## src/rtl/sipo_pkg.sv

```systemverilog
// Shared constants and helpers for the SIPO deserializer.
// PARITY_CHECK_EN lengthens each frame by one even-parity bit.
package sipo_pkg;

  localparam int DEF_WIDTH   = 4;
  localparam int PARITY_BITS = 1;

  function automatic int cnt_w(input int width);
    return $clog2(width + 1);
  endfunction

  // Serial bits per frame, including the parity bit when enabled.
  function automatic int frame_len(input int width);
`ifdef PARITY_CHECK_EN
    return width + PARITY_BITS;
`else
    return width;
`endif
  endfunction

endpackage

```

## src/rtl/sipo_deserializer_if.sv

```systemverilog
// Serial input / parallel output bundle of the SIPO deserializer.
// Handshake: a word transfers on a clock edge where out_valid && out_ready; out_valid never depends on out_ready.
interface sipo_deserializer_if
  import sipo_pkg::*;
#(
  parameter int WIDTH = DEF_WIDTH
);
  localparam int CNT_W = cnt_w(WIDTH);

  logic             din;
  logic             din_valid;
  logic [WIDTH-1:0] data_out;
  logic             out_valid;
  logic             out_ready;
  logic             overrun;
  logic             parity_err;
  logic [CNT_W-1:0] bit_cnt;

  modport master (
    output din, din_valid, out_ready,
    input  data_out, out_valid, overrun, parity_err, bit_cnt
  );

  modport slave (
    input  din, din_valid, out_ready,
    output data_out, out_valid, overrun, parity_err, bit_cnt
  );

endinterface

```

## src/rtl/sipo_bit_counter.sv

```systemverilog
// Counts din_valid strobes within a frame and flags the strobe that ends it.
module sipo_bit_counter #(
  parameter int FRAME_LEN = 4,
  parameter int CNT_W     = 3
) (
  input  logic             clk,
  input  logic             rst_n,
  input  logic             clr,
  input  logic             en,
  output logic [CNT_W-1:0] cnt,
  output logic             frame_done
);

  localparam logic [CNT_W-1:0] LAST = CNT_W'(FRAME_LEN - 1);

  // clr outranks a completing bit, so no frame can finish on a clearing edge.
  assign frame_done = en && !clr && (cnt == LAST);

  always_ff @(posedge clk or negedge rst_n) begin
    if (!rst_n) begin
      cnt <= '0;
    end else if (clr) begin
      cnt <= '0;
    end else if (en) begin
      if (cnt == LAST) cnt <= '0;
      else             cnt <= cnt + 1'b1;
    end
  end

endmodule

```

## src/rtl/sipo_deserializer.sv

```systemverilog
// Serial-in parallel-out receiver, MSB first, with a one-entry output slot and sticky overrun.
// Define PARITY_CHECK_EN to receive an even-parity bit after each word and report it on parity_err.
module sipo_deserializer
  import sipo_pkg::*;
#(
  parameter int WIDTH = DEF_WIDTH
) (
  input  logic               clk,
  input  logic               rst_n,
  input  logic               clr,
  sipo_deserializer_if.slave bus
);

  localparam int CNT_W     = cnt_w(WIDTH);
  localparam int FRAME_LEN = frame_len(WIDTH);
  // Bits held before the final strobe: WIDTH-1 data bits, or all WIDTH when parity follows.
  localparam int SREG_W    = FRAME_LEN - 1;

  logic [SREG_W-1:0] shreg;
  logic [WIDTH-1:0]  data_q;
  logic [WIDTH-1:0]  word;
  logic              out_valid_q;
  logic              overrun_q;
  logic              parity_q;
  logic              parity_new;
  logic              shift_en;
  logic              frame_done;
  logic [CNT_W-1:0]  cnt;

  sipo_bit_counter #(
    .FRAME_LEN (FRAME_LEN),
    .CNT_W     (CNT_W)
  ) u_bit_counter (
    .clk        (clk),
    .rst_n      (rst_n),
    .clr        (clr),
    .en         (bus.din_valid),
    .cnt        (cnt),
    .frame_done (frame_done)
  );

`ifdef PARITY_CHECK_EN
  // The parity bit is checked, never shifted in.
  assign word       = shreg;
  assign shift_en   = bus.din_valid && !frame_done;
  assign parity_new = ^{shreg, bus.din};
`else
  assign word       = {shreg, bus.din};
  assign shift_en   = bus.din_valid;
  assign parity_new = 1'b0;
`endif

  always_ff @(posedge clk or negedge rst_n) begin
    if (!rst_n) begin
      shreg       <= '0;
      data_q      <= '0;
      out_valid_q <= 1'b0;
      overrun_q   <= 1'b0;
      parity_q    <= 1'b0;
    end else if (clr) begin
      out_valid_q <= 1'b0;
      overrun_q   <= 1'b0;
      parity_q    <= 1'b0;
    end else begin
      if (shift_en) shreg <= SREG_W'({shreg, bus.din});
      if (frame_done) begin
        if (!out_valid_q || bus.out_ready) begin
          data_q      <= word;
          out_valid_q <= 1'b1;
          parity_q    <= parity_new;
        end else begin
          // Slot still full and not draining: drop the new word.
          overrun_q <= 1'b1;
        end
      end else if (out_valid_q && bus.out_ready) begin
        out_valid_q <= 1'b0;
      end
    end
  end

  assign bus.data_out   = data_q;
  assign bus.out_valid  = out_valid_q;
  assign bus.overrun    = overrun_q;
  assign bus.parity_err = parity_q;
  assign bus.bit_cnt    = cnt;

endmodule

```

## src/flat_wrapper.sv

```systemverilog
// flat-port wrapper written by rule: the top's interface ports become plain ports
module sipo_deserializer_flat import sipo_pkg::*;
#(
  parameter int WIDTH = DEF_WIDTH
)
  (clk, rst_n, clr, bus_din, bus_din_valid, bus_out_ready, bus_data_out, bus_out_valid, bus_overrun, bus_parity_err, bus_bit_cnt);
  sipo_deserializer_if #(.WIDTH(WIDTH)) bus_i ();
  input  logic clk;
  input  logic rst_n;
  input  logic clr;
  input wire logic [$bits(bus_i.din)-1:0] bus_din;
  input wire logic [$bits(bus_i.din_valid)-1:0] bus_din_valid;
  input wire logic [$bits(bus_i.out_ready)-1:0] bus_out_ready;
  output wire logic [$bits(bus_i.data_out)-1:0] bus_data_out;
  output wire logic [$bits(bus_i.out_valid)-1:0] bus_out_valid;
  output wire logic [$bits(bus_i.overrun)-1:0] bus_overrun;
  output wire logic [$bits(bus_i.parity_err)-1:0] bus_parity_err;
  output wire logic [$bits(bus_i.bit_cnt)-1:0] bus_bit_cnt;
  assign bus_i.din = bus_din;
  assign bus_i.din_valid = bus_din_valid;
  assign bus_i.out_ready = bus_out_ready;
  assign bus_data_out = bus_i.data_out;
  assign bus_out_valid = bus_i.out_valid;
  assign bus_overrun = bus_i.overrun;
  assign bus_parity_err = bus_i.parity_err;
  assign bus_bit_cnt = bus_i.bit_cnt;
  sipo_deserializer #(.WIDTH(WIDTH)) u_core (.clk(clk), .rst_n(rst_n), .clr(clr), .bus(bus_i));
endmodule
```

## config.mk

```make
export PLATFORM = sky130hd
export DESIGN_NAME = sipo_deserializer_flat
export DESIGN_NICKNAME = d
export VERILOG_FILES = /design/src/rtl/sipo_pkg.sv /design/src/rtl/sipo_deserializer_if.sv /design/src/rtl/sipo_bit_counter.sv /design/src/rtl/sipo_deserializer.sv /design/src/flat_wrapper.sv
export SDC_FILE = /design/constraint.sdc
export NUM_CORES = 1
export LEC_CHECK = 0
export CAP_MARGIN = 30
export CORE_AREA = 10 10 47 49
export CTS_CLUSTER_DIAMETER = 60
export DETAILED_ROUTE_END_ITERATION = 10
export DIE_AREA = 0 0 57 59
export GPL_ROUTABILITY_DRIVEN = 0
export PLACE_DENSITY = 0.76
export SLEW_MARGIN = 30
export SYNTH_ARGS = -nofsm -noshare
export SYNTH_HDL_FRONTEND = slang
export SYNTH_HIERARCHICAL = 1
export SYNTH_SLANG_ARGS = --single-unit
```

## constraint.sdc

```tcl
create_clock -name clk -period 3 [get_ports clk]
set_clock_uncertainty 0.1 [all_clocks]
set_input_delay 0.3 -clock clk [delete_from_list [all_inputs] [get_ports clk]]
set_output_delay 0.3 -clock clk [all_outputs]
set_load 0.005 [all_outputs]
```

# Word-level counts from Yosys, hierarchy flattened
# Index checks and enable logic that the tools add are counted.
# word_totals
register_bits,13
latchBits,0
mem_bits_rw,0
mem_bits_ro,0
in_bits,6
output_inout_bits,10
wordCells,39
memories,0
# op_classes
n_addsub,1
mul,0
div_mod_pow,0
magnitude_cmp,0
eq_ne,3
shift,0
muxes,13
n_bitwise,1
reduce_logical,15
# ops
operator,n
1-bit two-way mux,10
3-bit two-way mux,3
2-bit AND reduction,4
2-bit nonzero test,3
3-bit by 1-bit adder with 3-bit output (second input constant),1
3-bit by 2-bit equality test with 1-bit output (second input constant),1
1-bit logical AND,3
3-bit inequality test (second input constant),1
3-bit AND reduction,1
3-bit nonzero test,1
1-bit zero test,2
2-bit inequality test (second input constant),1
1-bit logical OR,1
1-bit inverter,1

# Logic depth before layout (Yosys ltp)
# Gate-level depths: netlist of run 1.
# depth
depth_word,5
mapped_depth,5
depth_no_buf,5

# Cells and area by module
# The synthesis of run 1 kept the hierarchy.
# by_module_without_submodules
module,instances,cells_per_inst,area_per_inst_um2,seq_area_each_um2
sipo_deserializer,1,25,377.9,225.2
sipo_bit_counter,1,14,153.9,75.1

# Least setup slack after synthesis of run 1
# No wires, ideal clock.
# synth_timing
path_type,flip-flop to flip-flop
start,register u_core.u_bit_counter.cnt[0]
end,register u_core.data_q[0] (netlist: u_core/bus.data_out[0])
setup_time_ps,125
t_arrival_ps,1536
t_required_ps,2775
slack_ps,1239
stages_incl_launch_ff,6
n_path_buf,0
synth_period_minus_slack_ps,1761
cell_sequence,dfrtp_1 -> ha_1 -> nand2_1 -> nor3_1 -> or3b_4 -> mux2_4
# synth_via
elab_chain_len,3
# synth_rtl
element,line,text
start: declaration,sipo_bit_counter.sv:10,"output logic [CNT_W-1:0] cnt,"
start signal: assignment,sipo_bit_counter.sv:26,else cnt <= cnt + 1'b1;
3-bit by 2-bit equality test with 1-bit output,sipo_bit_counter.sv:17,assign frame_done = en && !clr && (cnt == LAST);
1-bit logical AND,sipo_bit_counter.sv:17,
net u_core.frame_done,sipo_deserializer.sv:27,logic frame_done;
3-bit AND reduction (no source line),--,
end signal: assignment,sipo_deserializer.sv:68,data_q <= word;
end: declaration,sipo_deserializer.sv:20,logic [WIDTH-1:0] data_q;
# The timed path passes the listed nets, and every way through them passes these cells.
# A chain may end at the register's enable or synchronous reset.

# Worst setup path after layout of run 1
# layout_timing
start,input port bus_din_valid
end,register u_core.data_q[2] (netlist: u_core/bus.data_out[2])
# layout_via
elab_chain_len,3
# layout_rtl
element,line,text
start: declaration,flat_wrapper.sv:12,input wire logic [$bits(bus_i.din_valid)-1:0] bus_din_valid;
1-bit logical AND (2 in a row),sipo_bit_counter.sv:17,
net u_core.frame_done,sipo_deserializer.sv:27,
3-bit AND reduction (no source line),--,
# The timed path passes the listed nets, and every way through them passes these cells.

==> flow_summary.yaml, run 1 <==
grt:
  busiest_layer: "met2"
  grt_use_met3: 0.0429
  grt_max_degree: 13
  grt.total_usage: 0.0626
  grt_use_met1: 0.0614
  met2_usage: 0.0992
  grt_pass1_wl_um: 1680
  antenna_found_initial: 0
  grt_pass1_vias: 391
  overflow: 0
final_layout:
  finalCoreUtilization: 0.504
  fin_nets: 64
  antenna_cells: 0
  layout-drive-gt1-share: 0.255
  design_area_um2: 707
  synthToLayoutAreaGrowth_pct: 32.9
worst_hold_path:
  hp-class: "primary input to async pin"
floorplanning:
  fp.dieW_um: 57
  rows: 14
  dieArea_mm2: 0.00336
  start_util: 0.379
  ioPinCount: 16
  die_h_um: 59
  core_mm2: 0.00140
worst_setup_path:
  slowest_stage: "clkdlybuf4s50_1"
  arrival_ps: 1980
  required_ps: 3050
  endpoint_kind: "register"
  crit_chain: "clkdlybuf4s50_1, nand2_1, nor3_1, or3b_4, mux2_4"
  startpoint_type: "primary input"
  crit_buf_inv: 1
  cp_max_fo: 5
  path_class: "primary input to register"
  cpLargestDelayFamily: "simple AND/OR/NAND/NOR gates"
  critPathMaxStageDelay_ps: 550
  r2r_setup_slack_ps: 1110
clock_network:
  clkTransAtPathRegs_ps: 70
  worstSkewPairLatency_ps: 260
  cts_root_buf: "clkbuf_4"
  cts_resized: 0
  tritoncts: "built"
  cts.sinks: 12
  cts_max_path_buffers: 2
  htree_num_levels: 1
  numCtsBuffers: 3
  hold_buffers: 0
  cts_setup_buffers: 0
timing:
  maxClockFrequency_mhz: 517
  fin_setup_tns_ps: 0
  finalSetupViolCount: 0
  tightest_slew_ps: 504
  slew_headroom: 0.663
  rsz0062_at_grt: "false"
  final.setup.worst_slack_ps: 1060
  drv_slew: 0
  timing.final.hold_violations: 0
  period_share: 0.645
  post-route-min-period_ps: 1940
  hold_ws_ps: 271
drt:
  vias: 343
  drt-initial-drc-count: 13
  dr.pass1.iters: 2
  routed_wl_um: 946
  drc: 0
  postRouteAntennaNets: 0
  via_per_inst: 4.83
  routedWlPerCell_um: 13.3
yosys:
  ys_seq_area_frac: 0.565
  synth_cells: 39
  synth_area_um2: 532
  ys_ff_latch: 12
  syn_area_per_cell_um2: 13.6
  yosysWarnings: 6
  synth_cell_types: 19
  syn_nets: 46
pwr:
  powerDensity_mw_per_mm2: 478
  cellLeakagePower_nw: 0.330
  ir_drop_mv: 0.228
flow_run:
  drv_cap: 0
status:
  status: "finished clean"
placement:
  port_buffers: 14
  hpwl_um: 768
  dp_slack_ps: 786
  placed_cell_area_um2: 684
[cells in the mapped netlist]
cell type | n | area, um2
buf_4 | 1 | 7.51
a21oi_2 | 1 | 8.76
conb_1 | 1 | 3.75
nor2_1 | 4 | 15.0
nor2_2 | 1 | 6.26
and3b_1 | 1 | 8.76
mux2i_1 | 1 | 10.0
nand2b_1 | 2 | 12.5
a21oi_1 | 1 | 5.00
nor3_1 | 1 | 5.00
nor2b_1 | 1 | 6.26
mux2_4 | 4 | 60.1
dfrtp_1 | 12 | 300
nor2b_4 | 1 | 13.8
and2b_1 | 1 | 7.51
ha_1 | 1 | 12.5
nand2_1 | 1 | 3.75
mux2_2 | 3 | 33.8
or3b_4 | 1 | 11.3
[registers in the layout (all words and copies together) (netlist names)]
signal                    cells
u_core/bus.data_out           4
u_core/bus.out_valid          1
u_core/bus.overrun            1
u_core/shreg                  3
u_core/u_bit_counter/cnt      3
[cells in the final DEF, fill, tap and decap left out, drive strengths merged]
cell / Yosys / final
clkdlybuf4s50: 0 / 14
dfrtp: 12 / 12
mux2: 7 / 7
nor2: 5 / 5
clkbuf: 0 / 3
nand2b: 2 / 2
nor2b: 2 / 2
a21oi: 2 / 2
or3b: 1 / 1
conb: 1 / 1
nand2: 1 / 1
nor3: 1 / 1
and2b: 1 / 1
and3b: 1 / 1
mux2i: 1 / 1
ha: 1 / 1
[final cells by class]
class / instances / area [um2]
sequential: 12 / 300
clock buffer: 3 / 22.5
fill: 132 / 694
timing repair buffer: 14 / 140
tap: 16 / 20.0
multi-input combinational: 26 / 224
[cell families (layout without fill, tap and decap cells)]
family,count (synthesis),count (layout),synth area share
AOI/OAI and AO/OA,2,2,0.0259
adders and majority gates,1,1,0.0235
buffers and inverters,1,17,0.0141
DFF,12,12,0.565
muxes,8,8,0.195
other,1,1,0.00705
and+or+nand+nor,14,14,0.169
[layer usage]
| layer | share of wire | wire, um |
|---|---|---|
| met1 | 0.41 | 386 |
| met2 | 0.49 | 468 |
| met3 | 0.096 | 91 |
| met4 | 0 | 0 |
| met5 | 0 | 0 |
[through the flow]
step,total power [mW],cells
detailed placement,0.248,68
CTS,0.343,71
global placement,0.247,68
global route,0.359,71
floorplan,0.216,39
finish,0.338,71
[final timing paths]
kind                            cells past startpoint                     endpoint                   startpoint
worst max-delay path                                5       u_core/bus.data_out[2]                bus_din_valid
worst max register to register                      5       u_core/bus.data_out[2]  u_core/u_bit_counter/cnt[0]
min in group clk                                    1       u_core/bus.data_out[1]       u_core/bus.data_out[1]
worst min register to register                      1       u_core/bus.data_out[1]       u_core/bus.data_out[1]
max in group asynchronous                           1  u_core/u_bit_counter/cnt[0]                        rst_n
worst min-delay path                                1       u_core/bus.data_out[0]                        rst_n
[power by group]
| group | switching, mW | internal (mW) | total [mW] |
|---|---|---|---|
| clock network | 0.0485 | 0.0463 | 0.0948 |
| registers | 0.0112 | 0.178 | 0.190 |
| logic | 0.0175 | 0.0361 | 0.0536 |
Note: power is estimated with default switching activity, not from simulation.
==> run 2, diff against run 1 <==
==> constraint.sdc (replaced) <==
create_clock -name clk -period 1.9 [get_ports clk]
set_clock_uncertainty 0.1 [all_clocks]
set_input_delay 0.19 -clock clk [delete_from_list [all_inputs] [get_ports clk]]
set_output_delay 0.19 -clock clk [all_outputs]
set_load 0.005 [all_outputs]
==> flow_summary.yaml, run 2 (synthesized netlist as in run 1, its figures left out) <==
status:
  status: "finished clean"
worst_setup_path:
  rr_endpoint: "u_core/bus.data_out[2]"
  path_class: "register to register"
  required_ps: 1950
  crit_buf_inv: 0
  arrival_ps: 1830
  worstSetupPathDepth: 5
  slowest_stage: "or3b_4"
  startpoint_type: "register"
  cp_max_fo: 4
  r2r_start: "u_core/u_bit_counter/cnt[0]"
  rr_worst_depth: 5
  critPathMaxStageDelay_ps: 450
  endpoint_kind: "register"
  crit_chain: "ha_1, nand2_1, nor3_2, or3b_4, mux2_4"
  r2r_setup_slack_ps: 120
  cpLargestDelayFamily: "simple AND/OR/NAND/NOR gates"
final_layout:
  finalCoreUtilization: 0.534
  multiInputGateArea_um2: 229
  mostFrequentLayoutCells: "14 x clkdlybuf4s50_1, 12 x dfrtp_1, 4 x mux2_4, 4 x nor2_1"
  seq_area_um2: 300
  layout-drive-gt1-share: 0.322
  antenna_cells: 0
  fin_nets: 67
  synthToLayoutAreaGrowth_pct: 40.7
  fin_cells: 75
  layout_commonest_cell: "clkdlybuf4s50_1"
  largest_reg_flops: 4
  nFillCells: 136
grt:
  grt_pass1_vias: 409
  grt_max_degree: 13
  grt.total_usage: 0.0652
  grt_pass1_wl_um: 1740
  overflow: 0
  antenna_found_initial: 0
drt:
  vias: 359
  routed_wl_um: 1070
  postRouteAntennaNets: 0
  drt-initial-drc-count: 2
  drc: 0
  dr.pass1.iters: 3
  routedWlPerCell_um: 14.2
  via_per_inst: 4.79
pwr:
  power_frac_comb: 0.152
  ir_drop_mv: 0.388
  powerDensity_mw_per_mm2: 785
  power_switching_mw: 0.129
  clkPwrFrac: 0.338
  seq_power_share: 0.509
  p_sw_frac: 0.220
  cellLeakagePower_nw: 0.355
  internal_power_mw: 0.458
timing:
  hold_ws_ps: 169
  period_share: 0.936
  slew_headroom: 0.643
  finalSetupViolCount: 0
  post-route-min-period_ps: 1780
  maxClockFrequency_mhz: 563
  drv_slew: 0
  tightest_slew_ps: 534
  timing.final.hold_violations: 0
  fin_setup_tns_ps: 0
  final.setup.worst_slack_ps: 122
  rsz0062_at_grt: "false"
placement:
  hpwl_um: 851
  port_buffers: 14
  placedCellCount: 71
  dp_slack_ps: -37.6
clock_network:
  htree_num_levels: 1
  cts.sinks: 12
  cts_max_path_buffers: 2
  clkTransAtPathRegs_ps: 80
  cts_root_buf: "clkbuf_4"
  worstSkewPairLatency_ps: 270
  numCtsBuffers: 3
  tritoncts: "built"
floorplanning:
  start_util: 0.379
  dieArea_mm2: 0.00336
  ioPinCount: 16
  core_mm2: 0.00140
  die_h_um: 59
  fp.dieW_um: 57
  rows: 14
flow_run:
  drv_cap: 0
worst_hold_path:
  hp-class: "primary input to async pin"
-- run 2: cell count changes in the layout (fill, tap and decap cells not counted) --
cell	change
buf_4	+3
clkbuf_8	+1
nor3_1	-1
nor3_2	+1
-- run 2: worst reg2reg max path, stage by stage (launching register included) --
cell and delay [ps]:
dfrtp_1 390, ha_1 190, nand2_1 80, nor3_2 140, or3b_4 450, mux2_4 310
-- run 2: how the worst max path moves through the flow --
stage                                startpoint                     end  slack [ps]
floorplan           u_core/u_bit_counter/cnt[0]  u_core/bus.data_out[0]         140
global placement                  bus_din_valid  u_core/bus.data_out[3]           3
detailed placement                bus_din_valid  u_core/bus.data_out[2]         -40
CTS                 u_core/u_bit_counter/cnt[0]  u_core/bus.data_out[2]          70
global route        u_core/u_bit_counter/cnt[0]  u_core/bus.data_out[1]          30
finish              u_core/u_bit_counter/cnt[0]  u_core/bus.data_out[2]         120
-- run 2: power by group through the flow --
| stage | Sequential, mW | Clock (mW) | Combinational [mW] |
|---|---|---|---|
| floorplan | 0.300 | 0 | 0.0406 |
| global placement | 0.302 | 0 | 0.0886 |
| detailed placement | 0.304 | 0 | 0.0907 |
| CTS | 0.299 | 0.204 | 0.0915 |
| global route | 0.303 | 0.215 | 0.0977 |
| finish | 0.299 | 0.199 | 0.0895 |
-- run 2: timing repair --
| action | CTS | global route |
|---|---|---|
| buffers inserted | 0 | 0 |
| resized for setup | 0 | 1 |
| setup endpoints to repair | 0 | 4 |
| hold buffers | 0 | 0 |
| endpoints found under the hold margin | 0 | 0 |
-- run 2: final cells by class --
cell class              instances  area share
multi-input cells              26       0.306
clock buffers                   4      0.0485
flip-flops and latches         12       0.401
repair buffers                 17       0.217
well taps                      16      0.0268
-- run 2: stage by stage --
step | instance area [um2] | power, mW
2_1_floorplan | 532 | 0.341
3_3_place_gp | 707 | 0.391
3_5_place_dp | 707 | 0.394
4_1_cts | 743 | 0.594
5_1_grt | 748 | 0.616
6_report | 748 | 0.587
-- run 2: per-layer routing --
layer  vias up  routed length [um]  GRT usage
met5         -                   0          0
met2         9                 536      0.109
met4         0                   0     0.0403
li1        168                   -          -
met1       182                 425     0.0601
met3         0                 103     0.0386
